## src/rtl/qosc_reg_pkg.sv

```systemverilog
// ============================================================================
// Module  : qosc_reg_pkg
// Brief   : Shared definitions for the quadrature-oscillator register bank:
//           register index, CTRL/STATUS bit positions, unlock key and the
//           commit FSM state encoding.
// Revision: 1.0 - initial release
// ============================================================================
`default_nettype none

package qosc_reg_pkg;

   // Oscillator register order in the bank (also the address-map order)
   typedef enum logic [2:0] {
      REG_INIT_RE  = 3'd0,
      REG_INIT_IM  = 3'd1,
      REG_RE_COEFF = 3'd2,
      REG_IM_COEFF = 3'd3,
      REG_POWER    = 3'd4
   } reg_idx_e;

   localparam int N_REGS = 5;

   // CTRL write bits
   localparam int CTRL_COMMIT_BIT = 0;
   localparam int CTRL_REVERT_BIT = 1;
   localparam int CTRL_LOCK_BIT   = 7;

   // STATUS read bits
   localparam int STAT_PENDING_BIT  = 0;
   localparam int STAT_DIRTY_BIT    = 1;
   localparam int STAT_LOCKED_BIT   = 2;
   localparam int STAT_ADDR_ERR_BIT = 3;

   localparam logic [7:0] UNLOCK_KEY = 8'hA5;

   // Commit FSM state encoding
   typedef logic [1:0] commit_state_t;
   localparam commit_state_t ST_IDLE    = 2'd0;
   localparam commit_state_t ST_PENDING = 2'd1;
   localparam commit_state_t ST_COPY    = 2'd2;

endpackage

`default_nettype wire

```

## src/rtl/qosc_reg_commit_fsm.sv

```systemverilog
// ============================================================================
// Module  : qosc_reg_commit_fsm
// Brief   : Sequences shadow->active commits. A request while the core holds
//           is parked in PENDING until hold drops; a revert cancels it.
//           commit_stb_o pulses the cycle the active bank shows new values.
// Revision: 1.0 - initial release
// ============================================================================
`default_nettype none

module qosc_reg_commit_fsm
   import qosc_reg_pkg::*;
(
   input  logic clk_i,
   input  logic reset_i,
   input  logic hold_i,
   input  logic req_i,
   input  logic revert_i,
   output logic copy_en_o,
   output logic commit_stb_o,
   output logic pending_o
);

   commit_state_t state_q, state_d;
   logic          stb_q;

   // Next-state logic; requests arriving in PENDING/COPY are absorbed
   always_comb begin
      state_d = state_q;
      case (state_q)
         ST_IDLE: begin
            if (req_i) state_d = hold_i ? ST_PENDING : ST_COPY;
         end
         ST_PENDING: begin
            if (revert_i)     state_d = ST_IDLE;
            else if (!hold_i) state_d = ST_COPY;
         end
         ST_COPY:  state_d = ST_IDLE;
         default:  state_d = ST_IDLE;
      endcase
   end

   // State register; strobe follows the COPY cycle so it aligns with new data
   always_ff @(posedge clk_i) begin
      if (reset_i) begin
         state_q <= ST_IDLE;
         stb_q   <= 1'b0;
      end else begin
         state_q <= state_d;
         stb_q   <= (state_q == ST_COPY);
      end
   end

   assign copy_en_o    = (state_q == ST_COPY);
   assign pending_o    = (state_q == ST_PENDING);
   assign commit_stb_o = stb_q;

endmodule

`default_nettype wire

```

## src/rtl/qosc_reg_bank.sv

```systemverilog
// ============================================================================
// Module  : qosc_reg_bank
// Brief   : Byte-bus shadow/active register bank for the quadrature
//           oscillator. Address 0 is CTRL/STATUS; register k byte b sits at
//           1 + k*NB + b. Readback (of the shadow bank) has 1-cycle latency.
//           Optional write lock: define QOSC_REG_LOCK_EN.
// Revision: 1.0 - initial release
// ============================================================================
`default_nettype none

module qosc_reg_bank
   import qosc_reg_pkg::*;
#(
   parameter int               REG_W   = 16,
   parameter int               ADDR_W  = 5,
   parameter logic [REG_W-1:0] RST_RE0 = 'h0020,
   parameter logic [REG_W-1:0] RST_IM0 = 'h0000,
   parameter logic [REG_W-1:0] RST_RC  = 'h007d,
   parameter logic [REG_W-1:0] RST_IC  = 'h001b,
   parameter logic [REG_W-1:0] RST_PWR = 'h0010
) (
   input  logic              clk_i,
   input  logic              reset_i,
   input  logic              wr_en_i,
   input  logic              rd_en_i,
   input  logic [ADDR_W-1:0] address_i,
   input  logic [7:0]        data_in_i,
   output logic [7:0]        rd_data_o,
   output logic              rd_valid_o,
   input  logic              hold_i,
   output logic              commit_stb_o,
   output logic [REG_W-1:0]  init_re_o,
   output logic [REG_W-1:0]  init_im_o,
   output logic [REG_W-1:0]  re_coeff_o,
   output logic [REG_W-1:0]  im_coeff_o,
   output logic [REG_W-1:0]  power_o
);

   localparam int NB     = REG_W / 8;
   localparam int NBYTES = N_REGS * NB;
   localparam int BANK_W = N_REGS * REG_W;

   // Flat bank: byte j of the vector is data address j+1
   localparam logic [BANK_W-1:0] RST_BANK = {RST_PWR, RST_IC, RST_RC, RST_IM0, RST_RE0};

   logic [BANK_W-1:0] shadow_q, shadow_d;
   logic [BANK_W-1:0] active_q;
   logic              dirty_q, dirty_d;
   logic              err_q, err_d;
   logic [7:0]        rd_data_q, rd_data_d;
   logic              rd_valid_q;

   logic              is_ctrl, in_range;
   logic [ADDR_W-1:0] byte_idx;
   logic              ctrl_wr, key_wr, locked;
   logic              commit_req, revert_req, data_wr, wr_err, rd_err;
   logic              copy_en, pending;
   logic [7:0]        status;

   assign is_ctrl  = (address_i == '0);
   assign in_range = (address_i <= ADDR_W'(NBYTES));
   assign byte_idx = address_i - ADDR_W'(1);
   assign ctrl_wr  = wr_en_i & is_ctrl;

`ifdef QOSC_REG_LOCK_EN
   logic locked_q, locked_d;

   assign key_wr = ctrl_wr & (data_in_i == UNLOCK_KEY);

   // Lock flag: the key only unlocks; any other CTRL write with bit7 locks
   always_comb begin
      locked_d = locked_q;
      if (key_wr)                                 locked_d = 1'b0;
      else if (ctrl_wr && data_in_i[CTRL_LOCK_BIT]) locked_d = 1'b1;
   end

   // Lock register
   always_ff @(posedge clk_i) begin
      if (reset_i) locked_q <= 1'b0;
      else         locked_q <= locked_d;
   end

   assign locked = locked_q;
`else
   assign key_wr = 1'b0;
   assign locked = 1'b0;
`endif

   // Revert has priority over commit when both bits are set
   assign commit_req = ctrl_wr & ~key_wr & ~locked
                     & data_in_i[CTRL_COMMIT_BIT] & ~data_in_i[CTRL_REVERT_BIT];
   assign revert_req = ctrl_wr & ~key_wr & ~locked & data_in_i[CTRL_REVERT_BIT];
   assign data_wr    = wr_en_i & ~is_ctrl & in_range & ~locked;
   assign wr_err     = wr_en_i & ~is_ctrl & (~in_range | locked);
   assign rd_err     = rd_en_i & ~in_range;

   qosc_reg_commit_fsm u_commit_fsm (
      .clk_i        (clk_i),
      .reset_i      (reset_i),
      .hold_i       (hold_i),
      .req_i        (commit_req),
      .revert_i     (revert_req),
      .copy_en_o    (copy_en),
      .commit_stb_o (commit_stb_o),
      .pending_o    (pending)
   );

   // STATUS byte assembly
   always_comb begin
      status                    = '0;
      status[STAT_PENDING_BIT]  = pending;
      status[STAT_DIRTY_BIT]    = dirty_q;
      status[STAT_LOCKED_BIT]   = locked;
      status[STAT_ADDR_ERR_BIT] = err_q;
   end

   // Shadow update, dirty and sticky error tracking
   always_comb begin
      shadow_d = shadow_q;
      if (revert_req) begin
         shadow_d = active_q;
      end else if (data_wr) begin
         for (int j = 0; j < NBYTES; j++) begin
            if (byte_idx == ADDR_W'(j)) shadow_d[j*8 +: 8] = data_in_i;
         end
      end

      // A write landing in the COPY cycle is not copied, so it leaves dirty set
      dirty_d = dirty_q;
      if (copy_en || revert_req) dirty_d = 1'b0;
      if (data_wr)               dirty_d = 1'b1;

      // Clear-on-read loses to an error raised in the same cycle
      err_d = err_q;
      if (rd_en_i && is_ctrl) err_d = 1'b0;
      if (wr_err || rd_err)   err_d = 1'b1;
   end

   // Readback mux from pre-write shadow contents
   always_comb begin
      rd_data_d = rd_data_q;
      if (rd_en_i) begin
         if (is_ctrl) begin
            rd_data_d = status;
         end else begin
            rd_data_d = '0;
            for (int j = 0; j < NBYTES; j++) begin
               if (in_range && byte_idx == ADDR_W'(j)) rd_data_d = shadow_q[j*8 +: 8];
            end
         end
      end
   end

   // Bank, status and readback registers
   always_ff @(posedge clk_i) begin
      if (reset_i) begin
         shadow_q   <= RST_BANK;
         active_q   <= RST_BANK;
         dirty_q    <= 1'b0;
         err_q      <= 1'b0;
         rd_data_q  <= '0;
         rd_valid_q <= 1'b0;
      end else begin
         shadow_q   <= shadow_d;
         if (copy_en) active_q <= shadow_q;
         dirty_q    <= dirty_d;
         err_q      <= err_d;
         rd_data_q  <= rd_data_d;
         rd_valid_q <= rd_en_i;
      end
   end

   assign rd_data_o  = rd_data_q;
   assign rd_valid_o = rd_valid_q;
   assign init_re_o  = active_q[int'(REG_INIT_RE)  * REG_W +: REG_W];
   assign init_im_o  = active_q[int'(REG_INIT_IM)  * REG_W +: REG_W];
   assign re_coeff_o = active_q[int'(REG_RE_COEFF) * REG_W +: REG_W];
   assign im_coeff_o = active_q[int'(REG_IM_COEFF) * REG_W +: REG_W];
   assign power_o    = active_q[int'(REG_POWER)    * REG_W +: REG_W];

endmodule

`default_nettype wire
```

## config.mk

```make
export PLATFORM = sky130hd
export DESIGN_NAME = qosc_reg_bank
export DESIGN_NICKNAME = d
export VERILOG_FILES = /design/src/rtl/qosc_reg_pkg.sv /design/src/rtl/qosc_reg_commit_fsm.sv /design/src/rtl/qosc_reg_bank.sv
export SDC_FILE = /design/constraint.sdc
export NUM_CORES = 1
export LEC_CHECK = 0
export ABC_AREA = 1
export BUFFER_PORTS_ARGS = -buffer_cell sky130_fd_sc_hd__buf_2
export CORE_MARGIN = 2
export CORE_UTILIZATION = 44
export CTS_CLUSTER_DIAMETER = 150
export CTS_CLUSTER_SIZE = 28
export DETAILED_ROUTE_END_ITERATION = 7
export SLEW_MARGIN = 20
export SYNTH_ARGS = -nofsm -noshare
export SYNTH_HDL_FRONTEND = slang
export SYNTH_SLANG_ARGS = --single-unit
```

## constraint.sdc

```tcl
create_clock -name clk_i -period 1.8 [get_ports clk_i]
set_input_delay 0.09 -clock clk_i [delete_from_list [all_inputs] [get_ports clk_i]]
set_output_delay 0.09 -clock clk_i [all_outputs]
set_load 0.02 [all_outputs]
```

# Word level (Yosys, flattened, before mapping)
# Cells that the tools add are included.
# Widths: inputs -> output; s select.
# classes
n_eq_ne,13
reduce_logical,40
n_addsub,1
magnitude_cmp,1
n_bitwise,11
mux,32
# op_table
cell,n
$mux 8,21
$mux 80,2
$reduce_bool 2->1,13
$reduce_and 2->1,11
$eq 5x3->1 const B,4
$logic_and 1x1->1,11
$eq 5x2->1 const B,2
$eq 5x4->1 const B,2
$logic_not 5->1,2
$and 1x1->1,8
$mux 2,4
$eq 5x1->1 const B,1
$le 5x4->1 const B,1
$sub 5x1->5 const B,1
$mux 1,4
$pmux 2 s2,1
$ne 3x3->1 const B,1
$not 1->1,3
$eq 2x1->1 const B,1
$eq 2x2->1 const B,1
$logic_not 2->1,1
$logic_or 1x1->1,2
$ne 2x2->1 const B,1
# totals
out_inout_bits,90
word_cells,115
reg_bits,174
inputBits,18

# Longest topological paths before layout
# logic_depth
ltp_word,14
depth_mapped,14

# Modules after synthesis
# Synthesis repeated with hierarchy kept, for this count alone.
# unflattened
hier_cells,1040
hier_area_um2,7532.2
# by_module_without_submodules
module,cells_each,n_inst,area_per_inst_um2,seq_area_each_um2
qosc_reg_bank,1021,1,7410.9,3423.3
qosc_reg_commit_fsm,19,1,121.4,60.1

# Worst setup path before layout
# Ideal clock, no wire load.
# synth_timing
kind,in2reg
from,in address_i[2]
to,reg rd_data_q[5] (netlist: rd_data_o[5])
setup_slack_ns,0.320
required_ns,1.669
stages,14
setup_ns,0.131
arrival_ns,1.350
cell_sequence,buf_2 nor2_4 nand2_1 nand2_1 nand2_4 nor2_8 inv_2 or2_0 nand2_1 nand4_1 nand2_1 nand2_1 nand2_1 a21oi_2
# synth_via
elab_chain_cells,14
# synth_rtl
element,line,rtl
start: declaration,qosc_reg_bank.sv:26,"input logic [ADDR_W-1:0] address_i,"
$sub 5x1->5,qosc_reg_bank.sv:62,assign byte_idx = address_i - ADDR_W'(1);
$logic_not 5->1,qosc_reg_bank.sv:148,if (in_range && byte_idx == ADDR_W'(j)) rd_data_d = shadow_q[j*8 +: 8];
$logic_and 1x1->1,qosc_reg_bank.sv:148,
$mux 8 (10 in series),qosc_reg_bank.sv:148,
$mux 8 *,qosc_reg_bank.sv:143,if (is_ctrl) begin
end signal: assignment,qosc_reg_bank.sv:168,rd_data_q <= rd_data_d;
end: declaration,qosc_reg_bank.sv:50,"logic [7:0] rd_data_q, rd_data_d;"
# Mark *: on every way between the ends. The rest lies on a longest branch, timed or not.
# A chain may end at the register's enable or synchronous reset.

# Final worst setup path
# layout_timing
from,reg u_commit_fsm.state_q[0]
to,reg u_commit_fsm.state_q[1]
# layout_via
elab_chain_cells,3
# layout_rtl
element,line,rtl
start: declaration,qosc_reg_commit_fsm.sv:23,"commit_state_t state_q, state_d;"
start signal: assignment,qosc_reg_commit_fsm.sv:48,state_q <= state_d;
$eq 2x1->1 or $logic_not 2->1 (tied branches),qosc_reg_commit_fsm.sv:29,case (state_q)
$ne 3x3->1 (no source line) or $ne 2x2->1 (tied branches),--,
$reduce_and 2->1 (no source line),--,
# Several ways; a longest one is shown, not always the timed one.

==> out/summary.txt <==
TritonCTS Buffers -> 17
cell family with most CP delay -> buffers and inverters
Reg clk slew, reported paths -> 0.06 ns
global route total overflow -> 0
RSZ-0062 raised after global routing -> no
largest stage delay on the critical path -> 0.55 ns
CP Data Arrival Time -> 1.92 ns
crit path buf inv count -> 3
layout cells sized above 1 -> 0.207
Core Box Area -> 17200 µm²
H-tree levels -> 4
worst min-delay path class -> primary input to register
CP Class -> register to register
IO Pins -> 108
WL/cell -> 17.7 µm
area grow syn2layout -> 19.5%
Final min period -> 1.60 ns
CP Max Fanout -> 4
CTS Root Cell -> clkbuf_16
Design Power -> 8.21 mW
total die area -> 18500 µm²
register area share after synthesis -> 0.455
row count -> 48
FMAX -> 625 MHz
worst skew pair latency -> 0.43 ns
Final Instance Area -> 9160 µm²
sw frac -> 0.235
Die Ht -> 136 µm
crit path cell chain -> inv_1, nor2_1, inv_1, nor2_1, a21oi_2, o21ai_1, nor2_1, dlygate4sd3_1
GRT Resource Usage Total -> 0.271
vias per cell -> 5.34
nets -> 1164
Ys Warns -> 0
Comb power frac -> 0.059
hold slack -> 0.0586 ns
Worst-Margin Slew -> 0.720 ns
Antenna Violating Nets Remaining -> 0
CTS max path bufs -> 2
Starting Density -> 0.446
Clock Skew -> 0.00787 ns
largest net degree at the start of global routing -> 86
Pint -> 6.28 mW
Startpoint Class -> register
max-slew violations -> 0
antenna diode count -> 0
setup TNS -> 0 ns
Post-DP Area -> 8530 µm²
first-pass GRT wire length -> 38300 µm
Async SR Flop Fraction -> 0
Clock power frac -> 0.462
most common cell after layout, fill and taps aside -> nand2_1
clock sinks -> 174
Post-synth EDFFs -> 0
antenna violations before repair -> 0
IO buf count -> 107
Mapped Area -> 7660 µm²
Slew HR -> 0.519
DRC -> 0
via count -> 7386
Synth Register Bits -> 174
net switching power -> 1.93 mW
Crit. End Element -> register
Die X -> 136 µm
CP max-delay cell -> dlygate4sd3_1
Leakage Power -> 4.21 nW
Pwr Density -> 896 nW/µm²
Avg Synthesized Cell Area -> 7.44 µm²
routability congestion estimate -> 0.906
Final Hold Viols -> 0
synth unique cells -> 43
initial DRC count -> 721
Final setup viols -> 0
CTS tree -> built
VDD IR max -> 0.000686 V
outcome -> finished clean
Tcrit/Tclk final -> 0.889
post-CTS setup buffer count -> 0
most frequent cells in the layout -> 249 x nand2_1, 173 x dfxtp_1, 149 x nor2_1
area leader, netlist -> dfxtp_1
Worst Path Required -> 2.11 ns
Pre-antenna DRT Iters -> 5
Post-synth top flop -> dfxtp_1
top post-synthesis cells by area -> dfxtp_1 45%, nand2_1 12%, nor2_1 7.3%
# Max-Cap Violations -> 0
share of the synthesized area in the top cell type -> 0.455
Synth Instances -> 1030
number of global-route vias before repair -> 6623
Routed WL -> 24500 µm
Fill cells -> 1722
most used cell, CP -> nor2_1
dpl hpwl -> 16700 µm
Mapped Nets -> 1048
sequential power share -> 0.478
==> synthesized netlist by cell type, types with 2 or more instances <==
cell       instances
o21ai_0           91
a22oi_1           24
nor2_8             4
clkinv_2           2
inv_1             61
nor2_1           150
buf_4              2
nand4_2            3
or2_2              3
o2111ai_1          3
nor2_4             3
nand2_1          249
o211ai_1          18
a211oi_2           2
buf_6              7
nor3_1             2
a211oi_1           2
a21oi_2            5
dfxtp_1          174
nand3_1           21
o21ai_1            6
a31oi_1           28
inv_2             20
a21oi_1           66
clkbuf_1          38
a21oi_4            8
nand2_2            2
nor2_2             2
nand4_1           18
clkinv_1           2
nand2_4            2
==> power by group through the flow <==
stage / Clock (mW) / Sequential, mW / Combinational, mW
final: 3.80 / 3.93 / 0.486
after global routing: 4.02 / 3.93 / 0.524
after CTS: 3.83 / 3.93 / 0.482
after detailed placement: 0 / 4.01 / 0.474
after global placement: 0 / 4.01 / 0.472
after floorplan: 0 / 4.02 / 0.271
==> worst paths after layout <==
check	start	endpoint	slack, ns	depth (start not counted)
max	u_commit_fsm.state_q[0]$_SDFFE_PP0P_	u_commit_fsm.state_q[1]$_SDFFE_PP0P_	0.20	8
min	rd_en_i	err_q$_SDFFE_PP0P_	0.06	3
max reg2reg	u_commit_fsm.state_q[0]$_SDFFE_PP0P_	u_commit_fsm.state_q[1]$_SDFFE_PP0P_	0.20	8
min reg2reg	shadow_q[3]$_SDFFE_PP0P_	shadow_q[3]$_SDFFE_PP0P_	0.46	2
==> worst reg2reg max path, stage by stage, from the launching register on <==
cell and delay (ns):
dfxtp_2 0.37, inv_1 0.05, nor2_1 0.08, inv_1 0.05
nor2_1 0.18, a21oi_2 0.09, o21ai_1 0.07, nor2_1 0.05
dlygate4sd3_1 0.55
==> metal layers <==
layer  GRT usage  share of wire  wire [µm]  vias to the layer above
li1            -              -          -                     3647
met3      0.0377          0.057       1380                       24
met5           0              0          0                        -
met4      0.0851          0.018        430                        0
met1       0.400           0.48      11700                     3476
met2       0.409           0.45      11000                      239
==> through the flow <==
stage	util	std cells	setup WS (ns)
after detailed placement	0.497	1349	0.0473
final	0.533	1384	0.199
after global placement	0.497	1349	0.0400
after CTS	0.533	1384	0.158
after floorplan	-	1030	0.320
after global routing	0.533	1384	0.0520
==> kinds of logic (layout without fill, tap and decap cells) <==
group / count (synthesis) / after routing / synth area share
AO/OA/AOI/OAI: 256 / 256 / 0.206
AND/OR/NAND/NOR: 463 / 463 / 0.261
buffers and inverters: 137 / 266 / 0.0793
flip-flops: 174 / 174 / 0.455
==> state kept, by name (all words and copies together), names as in the netlist <==
signal	count
dirty_q	1
u_commit_fsm.commit_stb_o	1
shadow_q	80
rd_data_o	8
active_q	80
u_commit_fsm.state_q	2
err_q	1
rd_valid_o	1
==> cell type report <==
cell class                 count  area [µm²]  share of cell area
clock buffer                  21         460              0.0503
clock inverter                11         139              0.0152
inverter                      86         328              0.0358
multi-input combinational    719        3580               0.391
sequential                   174        3480               0.380
tap                          225         282              0.0307
timing repair buffer         148         888              0.0970
==> timing repair <==
item                                    4_1_cts  5_1_grt
hold buffers                                  3        0
hold endpoints to repair                      3        0
resized for setup                             0        1
endpoints found under the setup margin        0        1
No activity file was read; power rests on OpenSTA's default activity.
